File: src/rtl/ipsxe_floating_point_norm_round_v1_0.sv
// Three-stage normalize-and-round for the FMA sum word: leading-one detect,
// normalizing shift with exponent adjust, then round-to-nearest-even and pack.
module ipsxe_floating_point_norm_round_v1_0 #(
    parameter int EXP_WIDTH = 8,
    parameter int MAN_WIDTH = 23,
    parameter int W_USER    = 1
) (
    input  logic                                             i_clk,
    input  logic                                             i_rst,
    input  logic                                             i_aclken,
    input  logic                                             i_valid,
    input  logic [(2*(MAN_WIDTH+1)+1)+(EXP_WIDTH+1)+1-1:0]   i_add_in,
    input  logic [W_USER-1:0]                                i_user,
    output logic                                             o_valid,
    output logic [EXP_WIDTH+MAN_WIDTH:0]                     o_result,
    output logic                                             o_overflow,
    output logic                                             o_underflow,
    output logic                                             o_inexact,
    output logic [W_USER-1:0]                                o_user
);

    localparam int MN   = 2*MAN_WIDTH+3;
    localparam int EW   = EXP_WIDTH+1;
    localparam int PW   = $clog2(MN);
    localparam int XW   = EXP_WIDTH+3;
    localparam int SUMW = MAN_WIDTH+2;
    localparam int BIAS = 2**(EXP_WIDTH-1)-1;
    localparam int RW   = 1+EXP_WIDTH+MAN_WIDTH;

    localparam logic signed [XW-1:0] X_MAX = XW'(2**EXP_WIDTH-1);

    logic          in_s;
    logic [EW-1:0] in_e;
    logic [MN-1:0] in_m;

    assign {in_s, in_e, in_m} = i_add_in;

    // ---------------- stage 1: leading-one position ----------------
    logic [PW-1:0] lzc_p;
    logic          lzc_z;

    always_comb begin
        lzc_p = '0;
        for (int unsigned i = 0; i < MN; i++) begin
            if (in_m[i]) lzc_p = PW'(i);
        end
        lzc_z = ~|in_m;
    end

    logic              s1_valid_q;
    logic [W_USER-1:0] s1_user_q;
    logic              s1_s_q;
    logic [EW-1:0]     s1_e_q;
    logic [MN-1:0]     s1_m_q;
    logic [PW-1:0]     s1_p_q;
    logic              s1_z_q;

    always_ff @(posedge i_clk) begin
        if (i_rst) begin
            s1_valid_q <= 1'b0;
            s1_user_q  <= '0;
            s1_s_q     <= 1'b0;
            s1_e_q     <= '0;
            s1_m_q     <= '0;
            s1_p_q     <= '0;
            s1_z_q     <= 1'b0;
        end else if (i_aclken) begin
            s1_valid_q <= i_valid;
            s1_user_q  <= i_user;
            s1_s_q     <= in_s;
            s1_e_q     <= in_e;
            s1_m_q     <= in_m;
            s1_p_q     <= lzc_p;
            s1_z_q     <= lzc_z;
        end
    end

    // ---------------- stage 2: normalize and exponent ----------------
    logic [PW-1:0]        sh_amt;
    logic [MN-1:0]        norm;
    logic [MAN_WIDTH-1:0] s2_frac_d;
    logic                 s2_g_d;
    logic                 s2_t_d;
    logic [XW-1:0]        s2_x_d;

    always_comb begin
        sh_amt    = PW'(MN-1) - s1_p_q;
        norm      = s1_m_q << sh_amt;
        // norm[MN-1] is the hidden bit and is implied from here on
        s2_frac_d = norm[MN-2 -: MAN_WIDTH];
        s2_g_d    = norm[MN-2-MAN_WIDTH];
        s2_t_d    = |norm[MN-3-MAN_WIDTH:0];
        // modular arithmetic in XW bits; the range never reaches the sign wrap
        s2_x_d    = XW'(s1_e_q) + XW'(s1_p_q) - XW'(BIAS + 2*MAN_WIDTH);
    end

    logic                 s2_valid_q;
    logic [W_USER-1:0]    s2_user_q;
    logic                 s2_s_q;
    logic                 s2_z_q;
    logic [MAN_WIDTH-1:0] s2_frac_q;
    logic                 s2_g_q;
    logic                 s2_t_q;
    logic [XW-1:0]        s2_x_q;

    always_ff @(posedge i_clk) begin
        if (i_rst) begin
            s2_valid_q <= 1'b0;
            s2_user_q  <= '0;
            s2_s_q     <= 1'b0;
            s2_z_q     <= 1'b0;
            s2_frac_q  <= '0;
            s2_g_q     <= 1'b0;
            s2_t_q     <= 1'b0;
            s2_x_q     <= '0;
        end else if (i_aclken) begin
            s2_valid_q <= s1_valid_q;
            s2_user_q  <= s1_user_q;
            s2_s_q     <= s1_s_q;
            s2_z_q     <= s1_z_q;
            s2_frac_q  <= s2_frac_d;
            s2_g_q     <= s2_g_d;
            s2_t_q     <= s2_t_d;
            s2_x_q     <= s2_x_d;
        end
    end

    // ---------------- stage 3: round and pack ----------------
    logic                 rnd_inc;
    logic [SUMW-1:0]      rnd_sum;
    logic                 rnd_carry;
    logic [MAN_WIDTH-1:0] rnd_frac;
    logic [XW-1:0]        rnd_x;
    logic                 x_ovf;
    logic                 x_unf;

    logic [RW-1:0]        res_d;
    logic                 ovf_d;
    logic                 unf_d;
    logic                 inx_d;

    always_comb begin
        rnd_inc   = s2_g_q & (s2_t_q | s2_frac_q[0]);
        rnd_sum   = {1'b0, 1'b1, s2_frac_q} + SUMW'(rnd_inc);
        rnd_carry = rnd_sum[SUMW-1];
        rnd_frac  = rnd_carry ? '0 : rnd_sum[MAN_WIDTH-1:0];
        rnd_x     = s2_x_q + XW'(rnd_carry);
        x_ovf     = $signed(rnd_x) >= X_MAX;
        x_unf     = rnd_x[XW-1] | (rnd_x == '0);

        res_d = '0;
        ovf_d = 1'b0;
        unf_d = 1'b0;
        inx_d = 1'b0;
        if (s2_z_q) begin
            res_d = '0;
        end else if (x_ovf) begin
            res_d = {s2_s_q, {EXP_WIDTH{1'b1}}, {MAN_WIDTH{1'b0}}};
            ovf_d = 1'b1;
            inx_d = 1'b1;
        end else if (x_unf) begin
            res_d = {s2_s_q, {(EXP_WIDTH+MAN_WIDTH){1'b0}}};
            unf_d = 1'b1;
            inx_d = 1'b1;
        end else begin
            res_d = {s2_s_q, rnd_x[EXP_WIDTH-1:0], rnd_frac};
            inx_d = s2_g_q | s2_t_q;
        end
    end

    logic              s3_valid_q;
    logic [W_USER-1:0] s3_user_q;
    logic [RW-1:0]     s3_res_q;
    logic              s3_ovf_q;
    logic              s3_unf_q;
    logic              s3_inx_q;

    always_ff @(posedge i_clk) begin
        if (i_rst) begin
            s3_valid_q <= 1'b0;
            s3_user_q  <= '0;
            s3_res_q   <= '0;
            s3_ovf_q   <= 1'b0;
            s3_unf_q   <= 1'b0;
            s3_inx_q   <= 1'b0;
        end else if (i_aclken) begin
            s3_valid_q <= s2_valid_q;
            s3_user_q  <= s2_user_q;
            s3_res_q   <= res_d;
            s3_ovf_q   <= ovf_d;
            s3_unf_q   <= unf_d;
            s3_inx_q   <= inx_d;
        end
    end

    assign o_valid     = s3_valid_q;
    assign o_user      = s3_user_q;
    assign o_result    = s3_res_q;
    assign o_overflow  = s3_ovf_q;
    assign o_underflow = s3_unf_q;
    assign o_inexact   = s3_inx_q;

endmodule

File: config.mk
export PLATFORM = sky130hd
export DESIGN_NAME = ipsxe_floating_point_norm_round_v1_0
export DESIGN_NICKNAME = d
export VERILOG_FILES = /design/src/rtl/ipsxe_floating_point_norm_round_v1_0.sv
export SDC_FILE = /design/constraint.sdc
export NUM_CORES = 1
export LEC_CHECK = 0
export ABC_AREA = 1
export CAP_MARGIN = 20
export CORE_ASPECT_RATIO = 1.2
export CORE_MARGIN = 5
export CORE_UTILIZATION = 55
export CTS_CLUSTER_SIZE = 14
export DETAILED_ROUTE_END_ITERATION = 10
export PLACE_DENSITY = 0.74
export SLEW_MARGIN = 20
export SYNTH_ARGS = -nofsm -noshare
export SYNTH_HDL_FRONTEND = slang
export SYNTH_SLANG_ARGS = --single-unit
File: constraint.sdc
create_clock -name i_clk -period 6.2 [get_ports i_clk]
set_input_delay 0.93 -clock i_clk [delete_from_list [all_inputs] [get_ports i_clk]]
set_output_delay 0.93 -clock i_clk [all_outputs]
set_load 0.05 [all_outputs]
# Word level (Yosys, flattened, before mapping)
# Cells that the tools add are included.
[totals] regBits=145 input_bits=64 output_inout_bits=37 word_cells=96
[classes] addsub=5 order_cmp=1 shifts=1 n_mux=60 n_bitwise=4 reduce_logical=4
[ops] cell="6-bit 2-to-1 mux" n=47
[ops] cell="31-bit 2-to-1 mux" n=2
[ops] cell="49-bit OR reduction" n=1
[ops] cell="49-bit by 6-bit left shift with 48-bit output" n=1
[ops] cell="32-bit 2-to-1 mux" n=1
[ops] cell="24-bit by 1-bit adder with 25-bit output" n=1
[ops] cell="24-bit OR reduction" n=1
[ops] cell="23-bit 2-to-1 mux" n=1
[ops] cell="11-bit by 1-bit adder with 11-bit output" n=1
[ops] cell="11-bit by 9-bit >= comparator with 1-bit output (second input constant)" n=1
[ops] cell="11-bit logical NOT" n=1
[ops] cell="10-bit by 8-bit subtractor with 11-bit output (second input constant)" n=1
[ops] cell="9-bit by 6-bit adder with 10-bit output" n=1
[ops] cell="1-bit 2-to-1 mux" n=9
[ops] cell="6-bit subtractor (first input constant)" n=1
[ops] cell="1-bit bitwise OR" n=3
[ops] cell="1-bit bitwise AND" n=1
[ops] cell="1-bit logical NOT" n=1

# Longest topological paths before layout
# Gate-level depths: netlist of the first run.
[logic_depth] ltp_word=48 ltp_mapped=49 mapped_depth_nobuf=49

# Worst setup path after synthesis of the first run
# OpenSTA, ideal clock, no wires.
[synth_path] path_type="register to register" start="reg s2_frac_q[0]" end="reg s3_res_q[8] (netlist: o_result[8])" setup_time_ps=70 t_arrival_ps=4948 required_time_ps=6130 setup_slack_ps=1181 stages_incl_launch_ff=36 path_buffers=1 synth_period_minus_slack_ps=5019 path_cell_list="dfxtp_1 o21a_1 ha_1 ha_1 nand2_1 nor2_2 nand3_2 nor2_2 nand4_1 nor2_1 nand2_1 nor2_2 inv_2 nor3_2 nand2_1 nor2_2 nand3_1 or3_4 nor2_4 ha_1 ha_1 nand2_1 nor2_1 nand3_1 nor3_1 nand3_1 xor2_1 clkinv_1 o21ai_1 inv_2 nand2_1 o21ai_1 nor4_2 buf_6 nand3b_2 a21oi_1"
[synth_between] elab_chain_cells=9 word_cells_on_any_way=11 cone_classes="2 x add/sub; 1 x order compare; 4 x mux; 3 x bitwise; 1 x reduce/logical"
[synth_rtl] element="start, declared" line="101" text="logic [MAN_WIDTH-1:0] s2_frac_q;"
[synth_rtl] element="start signal, assigned" line="121" text="s2_frac_q <= s2_frac_d;"
[synth_rtl] element="1-bit bitwise OR" line="143" text="rnd_inc = s2_g_q & (s2_t_q | s2_frac_q[0]);"
[synth_rtl] element="1-bit bitwise AND" line="143"
[synth_rtl] element="24-bit by 1-bit adder with 25-bit output (*)" line="144" text="rnd_sum = {1'b0, 1'b1, s2_frac_q} + SUMW'(rnd_inc);"
[synth_rtl] element="branches (longest 4 deep; another with 11-bit by 1-bit adder with 11-bit output)"
[synth_rtl] element="31-bit 2-to-1 mux (*)" line="157" text="end else if (x_ovf) begin"
[synth_rtl] element="32-bit 2-to-1 mux (*)" line="155" text="if (s2_z_q) begin"
[synth_rtl] element="end signal, assigned" line="189" text="s3_res_q <= res_d;"
[synth_rtl] element="end, declared" line="173" text="logic [RW-1:0] s3_res_q;"
# Mark *: on every way between the ends.
# A chain may end at the register's enable or synchronous reset.

# Worst setup path after layout of the first run
[layout_path] start="reg s2_frac_q[0]" end="reg s3_res_q[3] (netlist: o_result[3])"
# The elaborated chain is that of the path after synthesis.

==> impl_metrics.csv, run 1 <==
group,metric,value,unit
logic_synthesis,synth-seq-area-share,0.315,
timing,slew_headroom,0.392,
logic_synthesis,avgSynthCellArea,6.35,um^2
setup_path,reg2reg_depth,35,
logic_synthesis,syn-cell-area,9160,um^2
drt,viasPerCell,5.41,
logic_synthesis,synth_top_cell_by_area,"dfxtp_1",
die,die_area,19300,um^2
run_status,outcome,"completed",
global_route,grt_pass1_vias,8442,
drt,drc,0,
timing,drv_slew,0,
setup_path,worstPathMaxFanout,23,
finish,multi_input_area,5310,um^2
drt,vias,9256,
setup_path,cpMostUsedCell,"nand2_1",
global_route,grt_pass1_wl,39800,um
die,die_y,151,um
die,fp.dieW,128,um
finish,final_layout_size_suffix_gt1_frac,0.0628,
setup_path,crit_type,"reg2reg",
hold_path,hold_class,"reg2reg",
timing,min_period,5.54,ns
die,io_pins,101,
die,start_util,0.563,
setup_path,cpPeakStageDelay,0.37,ns
setup_path,reg2reg_to,"o_result[3]$_SDFFE_PP0P_",
drt,drtIter0Drc,565,
setup_path,crit_cells,35,
setup_path,timing.rr.start,"s2_frac_q[0]$_SDFFE_PP0P_",
clocking,cts_tree,"built",
global_route,grt_antenna_before_repair,0,
clocking,numClockSinks,144,
setup_path,cp_slowest_cell,"or3_4",
clocking,clockRootBuffer,"clkbuf_16",
die,core-area,16300,um^2
clocking,clkTransAtPathRegs,0.07,ns
timing,tns,0,ns
drt,dr.pass1.iters,6,
hold_path,whs_path_depth,2,
setup_path,critPathBufInv,4,
logic_synthesis,synth_top_area_frac,0.315,
placed_design,hpwl,17400,um
timing,fmax,180,MHz
setup_path,startpoint_type,"register",
timing,final-hold-violation-count,0,
placed_design,placed_cells,1678,
logic_synthesis,syn_nets,1524,
setup_path,end_kind,"register",
hold_path,hold_path_end,"o_result[31]$_SDFFE_PP0P_",
power_and_ir_drop,p_leak,4.60,nW
drt,wl_per_cell,13.8,um
setup_path,r2r_slack,0.66,ns
logic_synthesis,ys_warn_count,0,
clocking,numCtsBuffers,17,
clocking,clockBufferDepth,2,
logic_synthesis,netlist_instances,1441,
job,maxCapViolations,0,
finish,fill_cells,1547,
finish,num_antenna_cells,0,
drt,drt-total-wl,23600,um
clocking,post-cts-setup-buffer-count,0,
placed_design,port-buffer-count,100,
finish,seq_area,2880,um^2
global_route,track_usage,0.250,
logic_synthesis,synthTopCellsByArea,"dfxtp_1 31%, nand2_1 16%, o21ai_0 8.3%",
finish,finalNonFillerCells,1710,
setup_path,worstPathRequired,6.56,ns
finish,fin_nets,1568,
placed_design,place.gp.congestion,0.966,
global_route,overflow,0,
logic_synthesis,synth_cell_types,53,
clocking,clock_latency,0.43,ns
die,num_rows,51,
timing,setup_viol,0,
timing,worst_pin_slew,0.911,ns
timing,fin_skew,0.0115,ns
drt,ant_nets,0,
power_and_ir_drop,powerDensity,270,nW/um^2
global_route,grt_max_degree,82,
clocking,htree_levels,4,
timing,finalCritPeriodShare,0.894,
hold_path,hold_start,"s2_s_q$_SDFFE_PP0P_",
finish,area_growth,18.2,%
logic_synthesis,yosys_register_bits,144,
setup_path,crit_family,"simple AND/OR/NAND/NOR gates",
setup_path,cp.arrival,5.90,ns
setup_path,startpoint,"s2_frac_q[0]$_SDFFE_PP0P_",
power_and_ir_drop,irDropWorstVdd,0.167,mV
[layout by cell type (no fill, tap or decap), types with 17 or more instances in the layout]
cell | Yosys | final
dfxtp_1 | 144 | 144
nor2_1 | 111 | 111
clkbuf_16 | 0 | 17
mux2i_1 | 19 | 19
a21oi_1 | 143 | 143
clkdlybuf4s50_1 | 0 | 98
nand3_1 | 79 | 79
inv_1 | 108 | 107
o21ai_0 | 152 | 152
nand2_1 | 386 | 386
ha_1 | 18 | 18
o21ai_1 | 47 | 47
[what timing repair did]
action                                  4_1_cts  5_1_grt
resized for setup                             0        2
hold buffers                                  0        0
endpoints found under the setup margin        0       27
[final cells by class]
| class | instances | area share |
|---|---|---|
| clock inverters | 14 | 0.0188 |
| repair buffers | 112 | 0.100 |
| well taps | 212 | 0.0245 |
| multi-input cells | 1074 | 0.490 |
| clock buffers | 18 | 0.0397 |
| flip-flops and latches | 144 | 0.266 |
| inverters | 136 | 0.0599 |
[layer usage]
layer  part of all wire  wire [um]  up-vias  global-route usage
met1               0.46      10700     4189               0.321
met4              0.024        564        0              0.0897
met2               0.48      11400      171               0.427
met3              0.037        879       35              0.0377
met5                  0          0        -                   0
li1                   -          -     4861                   -
[through the flow]
| stage | worst slack (ns) | hold slack, ns | util | total power [mW] | instance area [um^2] |
|---|---|---|---|---|---|
| finish | 0.657 | 0.460 | 0.665 | 2.93 | 10800 |
| global route | -0.0131 | 0.485 | 0.665 | 3.10 | 10800 |
| CTS | 0.501 | 0.464 | 0.665 | 2.94 | 10800 |
| detailed placement | 0.564 | 0.455 | 0.626 | 1.83 | 10200 |
| global placement | 0.709 | 0.451 | 0.626 | 1.82 | 10200 |
| floorplan | 1.18 | 0.436 | - | 1.61 | 9160 |
[cells in the mapped netlist, drive strengths merged]
cell / n
a211oi: 1
a21oi: 144
a221o: 2
a221oi: 3
a31oi: 12
a41oi: 1
and2: 1
and3: 1
buf: 17
bufinv: 10
clkbuf: 70
clkinv: 4
dfxtp: 144
fa: 1
ha: 18
inv: 122
mux2i: 19
nand2: 386
nand3: 80
nand3b: 6
nand4: 11
nor2: 116
nor3: 12
nor4: 3
o2111ai: 1
o211ai: 4
o21a: 1
o21ai: 202
o21bai: 1
o221ai: 1
o22ai: 5
o311ai: 7
o31ai: 2
o41ai: 2
or2: 12
or3: 1
or4: 1
xnor2: 5
xor2: 12
[worst register-to-register path: cells and delay by family, from the launching register on]
family          cells  cell delay (ns)
compound gates      4             0.52
xor+xnor            1             0.19
simple gates       22             3.17
fa+ha+maj           4             0.80
flops               1             0.35
buf+inv             4             0.48
[registers in the layout (all words and copies together) (netlist names), 6 cells and up]
signal,cells
s2_x_q,11
s1_e_q,9
o_result,32
s2_frac_q,23
s1_p_q,6
s1_m_q,48
[logic make-up after synthesis]
| kind of cell | count (synthesis) | share of synthesized area |
|---|---|---|
| DFF | 144 | 0.315 |
| xor gates and xnor gates | 17 | 0.0163 |
| muxes | 19 | 0.0208 |
| buffers and inverters | 223 | 0.108 |
| and+or+nand+nor | 630 | 0.287 |
| adders and majority gates | 19 | 0.0268 |
| AOI/OAI and AO/OA | 389 | 0.226 |
[power breakdown]
| group | switching (mW) | internal (mW) |
|---|---|---|
| combinational | 0.500 | 0.277 |
| clock | 0.431 | 0.682 |
| sequential | 0.0472 | 0.990 |
[worst max path at each step]
stage | end | slack, ns
finish | o_result[3]$_SDFFE_PP0P_ | 0.66
global route | o_result[18]$_SDFFE_PP0P_ | -0.01
CTS | o_result[3]$_SDFFE_PP0P_ | 0.50
detailed placement | o_result[5]$_SDFFE_PP0P_ | 0.56
global placement | o_result[5]$_SDFFE_PP0P_ | 0.71
floorplan | o_result[8]$_SDFFE_PP0P_ | 1.18
Note: power is estimated with default switching activity, not from simulation.
==> run 2: changes to the inputs <==
- CORE_MARGIN: 5 -> unset
- CTS_CLUSTER_SIZE: 14 -> unset
==> run 2 against run 1 <==
Against the previous run: non-clock buffer count is 1 lower; worst hold slack better by 0.0019 ns; cell area is 0.18% lower; critical endpoint is now o_result[13]$_SDFFE_PP0P_; fmax is 1.5% lower; sequential share of layout area hardly changed; largest power group unchanged; combinational power is 0.5% higher; sequential power hardly changed; wire length is 0.17% lower.
==> impl_metrics.csv, run 2 (synthesized netlist as in run 1, its figures left out) <==
group,metric,value,unit
run_status,outcome,"completed",
global_route,grt_pass1_vias,8269,
drt,vias,9241,
setup_path,cp.arrival,5.97,ns
die,start_util,0.563,
setup_path,startpoint_type,"register",
timing,final-hold-violation-count,0,
finish,final_layout_size_suffix_gt1_frac,0.0622,
finish,num_antenna_cells,0,
clocking,post-cts-setup-buffer-count,0,
timing,fin_skew,0.0164,ns
power_and_ir_drop,powerDensity,269,nW/um^2
setup_path,crit_type,"reg2reg",
drt,viasPerCell,5.41,
timing,tns,0,ns
clocking,numCtsBuffers,17,
finish,fill_cells,1589,
timing,finalCritPeriodShare,0.907,
timing,min_period,5.63,ns
timing,rsz0062_at_grt,"no",
clocking,htree_levels,4,
drt,drtIter0Drc,609,
placed_design,place.gp.congestion,0.918,
finish,max_flop_register,"s1_m_q",
placed_design,port-buffer-count,100,
hold_path,hold_start,"s2_s_q$_SDFFE_PP0P_",
setup_path,end_kind,"register",
drt,dr.pass1.iters,6,
finish,final_cell_mix,"386 x nand2_1, 152 x o21ai_0, 144 x dfxtp_1",
global_route,grt_max_degree,82,
timing,setup_viol,0,
hold_path,hold_path_end,"o_result[31]$_SDFFE_PP0P_",
setup_path,timing.rr.start,"s2_frac_q[0]$_SDFFE_PP0P_",
global_route,grt_antenna_before_repair,0,
drt,drt-total-wl,23600,um
placed_design,hpwl,17000,um
power_and_ir_drop,p_leak,4.59,nW
finish,area_growth,18.0,%
drt,drc,0,
setup_path,cpPeakStageDelay,0.37,ns
power_and_ir_drop,irDropWorstVdd,0.190,mV
clocking,clock_latency,0.43,ns
timing,worst_pin_slew,0.875,ns
drt,wl_per_cell,13.8,um
finish,largest_reg_flops,48,
die,fp.dieW,120,um
global_route,track_usage,0.284,
timing,drv_slew,0,
timing,slew_headroom,0.416,
clocking,cts_tree,"built",
timing,fmax,178,MHz
setup_path,reg2reg_to,"o_result[13]$_SDFFE_PP0P_",
clocking,clkTransAtPathRegs,0.06,ns
die,die_area,17200,um^2
die,die_y,143,um
hold_path,hold_class,"reg2reg",
setup_path,cp_slowest_cell,"or3_4",
die,core-area,16300,um^2
clocking,clockBufferDepth,2,
clocking,clockRootBuffer,"clkbuf_16",
hold_path,whs_path_depth,2,
setup_path,r2r_slack,0.57,ns
global_route,grt_pass1_wl,39300,um
global_route,overflow,0,
finish,final_common_cell,"nand2_1",
setup_path,worstPathMaxFanout,23,
setup_path,reg2reg_depth,35,
setup_path,worstPathRequired,6.54,ns
job,maxCapViolations,0,
finish,finalNonFillerCells,1708,
clocking,numClockSinks,144,
die,io_pins,101,
setup_path,cpMostUsedCell,"nand2_1",
finish,fin_nets,1567,
die,num_rows,51,
placed_design,placed_cells,1677,
drt,ant_nets,0,
-- run 2: layout make-up --
cell class / instances / area [um^2] / area share
inverters: 136 / 648 / 0.0600
well taps: 212 / 265 / 0.0246
clock inverters: 11 / 154 / 0.0142
repair buffers: 111 / 1080 / 0.100
multi-input cells: 1074 / 5310 / 0.491
flip-flops and latches: 144 / 2880 / 0.267
clock buffers: 20 / 467 / 0.0432
-- run 2: critical path: cells and delay by family (launching register included) --
| kind | cells | cell delay (ns) |
|---|---|---|
| DFF | 1 | 0.36 |
| buffers and inverters | 4 | 0.47 |
| AOI/OAI and AO/OA | 4 | 0.52 |
| and+or+nand+nor | 22 | 3.17 |
| xor gates and xnor gates | 1 | 0.19 |
| adders and majority gates | 4 | 0.82 |
-- run 2: through the flow --
| step | instance area (um^2) | setup slack (ns) | hold WS (ns) | utilization | total power, mW |
|---|---|---|---|---|---|
| 2_1_floorplan | 9160 | 1.18 | 0.436 | - | 1.61 |
| 3_3_place_gp | 10200 | 0.694 | 0.450 | 0.625 | 1.82 |
| 3_5_place_dp | 10200 | 0.507 | 0.456 | 0.625 | 1.83 |
| 4_1_cts | 10800 | 0.427 | 0.465 | 0.663 | 2.91 |
| 5_1_grt | 10800 | 0.00385 | 0.481 | 0.664 | 3.06 |
| 6_report | 10800 | 0.575 | 0.462 | 0.664 | 2.91 |
-- run 2: metal layers --
layer  vias up  track usage  part of all wire
li1       4866            -                 -
met1      4135        0.356              0.46
met2       205        0.498              0.49
met3        35       0.0373             0.030
met4         0        0.105             0.025
met5         -            0                 0
-- run 2: worst max-delay path by stage --
stage | slack (ns) | start | end
6_report | 0.57 | s2_frac_q[0]$_SDFFE_PP0P_ | o_result[13]$_SDFFE_PP0P_
5_1_grt | 0.004 | s2_frac_q[0]$_SDFFE_PP0P_ | o_result[12]$_SDFFE_PP0P_
4_1_cts | 0.43 | s2_frac_q[0]$_SDFFE_PP0P_ | o_result[5]$_SDFFE_PP0P_
3_5_place_dp | 0.51 | s2_frac_q[0]$_SDFFE_PP0P_ | o_result[5]$_SDFFE_PP0P_
3_3_place_gp | 0.69 | s2_frac_q[0]$_SDFFE_PP0P_ | o_result[5]$_SDFFE_PP0P_
2_1_floorplan | 1.18 | s2_frac_q[0]$_SDFFE_PP0P_ | o_result[8]$_SDFFE_PP0P_
-- run 2: power breakdown --
part           switching, mW  internal (mW)  total [mW]  leakage (nW)
Clock                  0.419          0.667        1.09         0.299
Sequential            0.0472          0.990        1.04          1.19
Combinational          0.505          0.276       0.781          3.10
-- run 2: timing repair --
item | CTS | global route
endpoints found under the setup margin | 0 | 23
hold buffers | 0 | 0
resized for setup | 0 | 2
